**src/rtl/uart_tx_stream.sv**
```systemverilog
// uart_tx_stream: byte-stream 8N1 UART transmitter with request/advance source handshake
// Define UART_TX_PARITY_EN to insert an even-parity bit (8E1)
module uart_tx_stream #(
  parameter int CLKS_PER_BIT = 104,
  parameter int STOP_BITS    = 1
) (
  input  logic       i_clk,
  input  logic       i_reset,
  input  logic       i_enable,
  input  logic [7:0] i_data,
  input  logic       i_data_end,
  output logic       o_get_next,
  output logic       o_tx,
  output logic       o_busy,
  output logic       o_done
);
  localparam int BW = $clog2(CLKS_PER_BIT);
  typedef enum logic [2:0] {
    IDLE, START, DATA,
`ifdef UART_TX_PARITY_EN
    PARITY,
`endif
    STOP, DONE
  } state_t;
  state_t state, state_n;
  logic [BW-1:0] baud, baud_n;
  logic [2:0] bits, bits_n;
  logic [7:0] shift, shift_n;
  logic last, last_n, tx_n, get_next_n, tick;
`ifdef UART_TX_PARITY_EN
  logic par, par_n;
`endif
  assign tick = baud == BW'(CLKS_PER_BIT - 1);
  assign o_busy = !(state == IDLE || state == DONE);
  assign o_done = state == DONE;
  always_ff @(posedge i_clk) begin
    if (i_reset) begin
      state      <= IDLE;
      baud       <= '0;
      bits       <= '0;
      shift      <= '0;
      last       <= 1'b0;
      o_tx       <= 1'b1;
      o_get_next <= 1'b0;
`ifdef UART_TX_PARITY_EN
      par        <= 1'b0;
`endif
    end else begin
      state      <= state_n;
      baud       <= baud_n;
      bits       <= bits_n;
      shift      <= shift_n;
      last       <= last_n;
      o_tx       <= tx_n;
      o_get_next <= get_next_n;
`ifdef UART_TX_PARITY_EN
      par        <= par_n;
`endif
    end
  end
  // Every transition happens on a tick, where baud wraps to 0, so each state starts at count 0
  always_comb begin
    state_n    = state;
    baud_n     = tick ? '0 : baud + 1'b1;
    bits_n     = bits;
    shift_n    = shift;
    last_n     = last;
    tx_n       = o_tx;
    get_next_n = 1'b0;
`ifdef UART_TX_PARITY_EN
    par_n      = par;
`endif
    case (state)
      IDLE: begin
        baud_n = '0;
        bits_n = '0;
        tx_n   = 1'b1;
        if (i_enable) begin
          state_n    = START;
          shift_n    = i_data;
          last_n     = i_data_end;
          get_next_n = !i_data_end;
          tx_n       = 1'b0;
`ifdef UART_TX_PARITY_EN
          par_n      = ^i_data;
`endif
        end
      end
      START: if (tick) begin
        state_n = DATA;
        tx_n    = shift[0];
      end
      DATA: if (tick) begin
        if (bits == 3'd7) begin
          bits_n  = '0;
`ifdef UART_TX_PARITY_EN
          state_n = PARITY;
          tx_n    = par;
`else
          state_n = STOP;
          tx_n    = 1'b1;
`endif
        end else begin
          shift_n = shift >> 1;
          bits_n  = bits + 3'd1;
          tx_n    = shift[1];
        end
      end
`ifdef UART_TX_PARITY_EN
      PARITY: if (tick) begin
        state_n = STOP;
        tx_n    = 1'b1;
      end
`endif
      STOP: if (tick) begin
        bits_n  = (bits == 3'(STOP_BITS - 1)) ? '0 : bits + 3'd1;
        state_n = (bits == 3'(STOP_BITS - 1)) ? (last ? DONE : IDLE) : STOP;
      end
      DONE: begin
        baud_n = '0;
        tx_n   = 1'b1;
      end
      default: state_n = IDLE;
    endcase
  end
endmodule

```
**config.mk**
```make
export PLATFORM = sky130hd
export DESIGN_NAME = uart_tx_stream
export DESIGN_NICKNAME = d
export VERILOG_FILES = /design/src/rtl/uart_tx_stream.sv
export SDC_FILE = /design/constraint.sdc
export NUM_CORES = 1
export LEC_CHECK = 0
export CAP_MARGIN = 20
export CORE_MARGIN = 5
export CORE_UTILIZATION = 45
export CTS_CLUSTER_SIZE = 28
export DETAILED_ROUTE_END_ITERATION = 10
export GPL_TIMING_DRIVEN = 0
export PLACE_DENSITY = 0.67
export REMOVE_ABC_BUFFERS = 1
export SLEW_MARGIN = 10
export SYNTH_ARGS = -nofsm -noshare
export SYNTH_HDL_FRONTEND = slang
export SYNTH_SLANG_ARGS = --single-unit
```
**constraint.sdc**
```tcl
create_clock -name i_clk -period 2.1 [get_ports i_clk]
set_input_delay 0.42 -clock i_clk [delete_from_list [all_inputs] [get_ports i_clk]]
set_output_delay 0.42 -clock i_clk [all_outputs]
set_load 0.03 [all_outputs]
```
# == Word level (Yosys, flattened, before mapping) ==
# Index checks and enable logic that the tools add are counted.
# op_classes
n_eq_ne,12
n_mux,22
add_sub_neg,2
bitwise,3
reduce_logical,15
# op_table
op,count
$mux W3,11
$mux W8,3
$pmux W8 S2,1
$pmux W3 S5,1
$ne A2 B2 Y1 const B,6
$pmux W3 S3,1
$add A7 B1 Y7 const B,1
$eq A7 B7 Y1 const B,1
$eq A3 B2 Y1 const B,2
$eq A3 B3 Y1 const B,2
$logic_not A3 Y1,2
$reduce_and A3 Y1,2
$reduce_and A6 Y1,1
$mux W1,4
$pmux W1 S4,1
$reduce_and A4 Y1,1
$reduce_bool A4 Y1,1
$reduce_or A4 Y1,1
$add A3 B1 Y3 const B,1
$eq A3 B1 Y1 const B,1
$not A1 Y1,3
$reduce_bool A3 Y1,1
$reduce_or A3 Y1,1
$logic_not A1 Y1,2
other kinds (3),3
# word_totals
word_cells,61
regBits,24
inputBits,12
output_inout_bits,4

# == Depth between registers and ports, before layout ==
# logic_depth
depth_word,4
depth_mapped,7

# == Worst setup path after synthesis ==
# No wires, ideal clock.
# synth_timing
kind,flip-flop to flip-flop
from,register bits[0]
to,register shift[6]
arrival_ns,1.470
setup_ns,0.133
period_less_slack_ns,1.603
path_slack_ns,0.497
path_stages_with_launch,8
cell_sequence,dfxtp_1 ha_1 ha_1 nor3_1 nand3_2 buf_6 a221oi_2 a311oi_1
# synth_between
elab_chain_len,3
# synth_rtl
element,line_no,source
"start, declared",27,"logic [2:0] bits, bits_n;"
"start signal, assigned",51,bits <= bits_n;
$eq A3 B3 Y1,94,if (bits == 3'd7) begin
$ne A2 B2 Y1 (no line),-,
$reduce_and A4 Y1 (no line),-,
"end signal, assigned",52,shift <= shift_n;
"end, declared",28,"logic [7:0] shift, shift_n;"
# Every way passes these cells.
# A chain may end at the register's enable or synchronous reset.

# == Worst setup path in the final report ==
# layout_timing
from,register state[0]
to,output o_busy
# layout_between
elab_chain_len,3
elab_cells_between_ends,4
# layout_rtl
element,line_no,source
"start, declared",25,"state_t state, state_n;"
"start signal, assigned",49,state <= state_n;
$eq A3 B3 Y1 / $logic_not A3 Y1 (equally long branches),34,assign o_busy = !(state == IDLE || state == DONE);
$logic_or A1 B1 Y1 (*),34,
$logic_not A1 Y1 (*),34,
"end, declared",14,"output logic o_busy,"
# Every way passes the cells marked *; elsewhere a longest branch is shown, timed or not.

==> results.json <==
{
  "startpoint_type": "flip-flop",
  "async_flop_share": 0,
  "dieArea_um2": 4113,
  "cts_buffers": 3,
  "design_area_um2": 1520,
  "antennaDiodeCount": 0,
  "min_period_ps": 1962,
  "pin_count": 16,
  "critPathMaxFanout": 14,
  "syn_to_final_growth_pct": 15.28,
  "timing.hold.ws_ps": 456.8,
  "path_cells": "nor2_4, inv_1, dlygate4sd2_1",
  "place.gp.congestion": 0.8097,
  "synth_top_area_frac": 0.3643,
  "worstPathArrival_ps": 1540,
  "relSlewSlack": 0.4570,
  "setup_tns_ps": 0,
  "ir_worst_vdd_mv": 0.5952,
  "drc": 0,
  "crit_type": "reg2out",
  "synth_edf_count": 0,
  "finalHoldViolCount": 0,
  "rsz0062_at_grt": "false",
  "layout-drive-gt1-share": 0.1242,
  "yosysMostFrequentCell": "dfxtp_1",
  "vias": 1062,
  "firstDrtPassIters": 4,
  "clock_latency_ps": 320,
  "io_buffers": 15,
  "nets": 179,
  "yosys-top-cells-count": "dfxtp_1 (24), inv_1 (18), nand2_1 (12)",
  "synth_cell_types": 42,
  "holdCritPathClass": "reg2reg",
  "critPathTopFamily": "buffers and inverters",
  "dieHeight_um": 64.14,
  "ys_ff_latch": 24,
  "initialDrtViolationCount": 70,
  "cts_root_buffer": "clkbuf_4",
  "post_drt_wl_per_cell_um": 13.57,
  "htree_levels": 1,
  "path_depth": 3,
  "cts_setup_buffers": 0,
  "holdBufCountCts": 0,
  "fmax_mhz": 509.7,
  "clkSinkCount": 24,
  "reg2reg_depth": 6,
  "power_density_nw_per_um2": 689.7,
  "grt_pass1_wl_mm": 4.560,
  "cp_slowest_cell": "dfxtp_2",
  "p_leak_nw": 0.5739,
  "skew_ps": 4.547,
  "crit_buf_inv": 2,
  "cts_buffer_depth": 2,
  "grt.total_usage": 0.1325,
  "run_status": "complete, no violations",
  "yosysWarnings": 0,
  "maxCapViolations": 0,
  "wl_mm": 2.606,
  "synth.avg_cell_area_um2": 8.851,
  "synth-main-ff-cell": "dfxtp_1",
  "grt_max_degree": 18,
  "clkTransAtPathRegs_ps": 140,
  "overflow": 0,
  "setup_viol": 0,
  "drv_slew": 0,
  "coreArea_um2": 2781,
  "ys_seq_area_frac": 0.3643,
  "row_count": 19,
  "fillerInstances": 268,
  "synthesis.area_um2": 1319,
  "synth_area_leaders": "dfxtp_1 (36%), a311oi_1 (5.3%), inv_1 (5.1%)",
  "synthCells": 149,
  "finalCritPeriodShare": 0.9342,
  "antenna_found_initial": 0,
  "hpwl_mm": 1.905,
  "ant_nets": 0,
  "worstMarginPinSlew_ps": 810.9,
  "tritoncts": "done",
  "start_util": 0.4741,
  "critPathMaxStageDelay_ps": 530,
  "dpl_cell_area_um2": 1468,
  "yosysTopAreaCell": "dfxtp_1",
  "post_cts_resized": 4,
  "viasPerCell": 5.531,
  "holdPathStages": 1,
  "cp.required_ps": 1680,
  "grt_pass1_vias": 1081,
  "crit_path_end_kind": "output pin",
  "die_x_um": 64.14
}
## state kept, by name, summed over array words and instances (netlist names)
signal / cells
baud: 7
bits: 3
last: 1
o_get_next: 1
o_tx: 1
shift: 8
state: 3
## layer usage
metal  share of wire  track usage
met4          0.0065      0.02545
met1            0.48       0.1652
met5               0            0
met3           0.052      0.04378
met2            0.46       0.2236
## report_power, final
part | internal, mW | total [mW] | switching (mW)
clock network | 0.193 | 0.336 | 0.143
logic | 0.0875 | 0.193 | 0.105
registers | 0.487 | 0.520 | 0.0326
total | 0.768 | 1.05 | 0.281
## kinds of logic (layout without fill, tap and decap cells)
kind of cell    after synthesis  in the layout  share of synthesized area
compound gates               30             30                     0.1945
xor+xnor                      5              5                    0.03321
fa+ha+maj                     5              5                    0.04744
buf+inv                      25             37                    0.08158
flops                        24             24                     0.3643
mux                           3              3                    0.02277
simple gates                 57             57                     0.2562
## stage by stage
stage / utilization / cells / worst slack, ps / power, mW
2_1_floorplan: - / 142 / 369.8 / 0.6542
3_3_place_gp: 0.5277 / 188 / 62.81 / 0.7159
3_5_place_dp: 0.5277 / 188 / 11.03 / 0.7237
4_1_cts: 0.5466 / 192 / 138.3 / 1.057
5_1_grt: 0.5466 / 192 / 31.29 / 1.101
6_report: 0.5466 / 192 / 138.2 / 1.048
## final cells by class
type	count	area, um^2	area share
inverters	18	67.56	0.04444
well taps	31	38.79	0.02551
clock buffers	3	22.52	0.01481
flip-flops and latches	24	483.0	0.3177
repair buffers	15	147.6	0.09712
multi-input cells	100	730.7	0.4807
clock inverters	1	30.03	0.01975
## layout by cell type, fill, tap and decap left out, types with 5 or more instances in the layout
cell             count
a21oi_1              5
a221oi_1             5
a311oi_1             8
clkdlybuf4s50_1     13
dfxtp_1             22
ha_1                 5
inv_1               18
nand2_1             12
nand3_1              5
nor2_1              11
nor2b_1              7
## worst paths after layout
| kind | from | to | slack (ps) |
|---|---|---|---|
| hold / removal | baud[0] | baud[0] | 460 |
| setup reg to reg | bits[0] | shift[5] | 200 |
| setup / recovery | state[0] | o_busy | 140 |
| hold reg to reg | baud[0] | baud[0] | 460 |
## worst reg2reg max path, stage by stage (launching register included)
cell and delay, ps:
dfxtp_1 350, ha_1 220, ha_1 200, nor3_1 170, nand3_2 310, a221oi_1 420, a311oi_1 90
(Power assumes the default switching activity.)
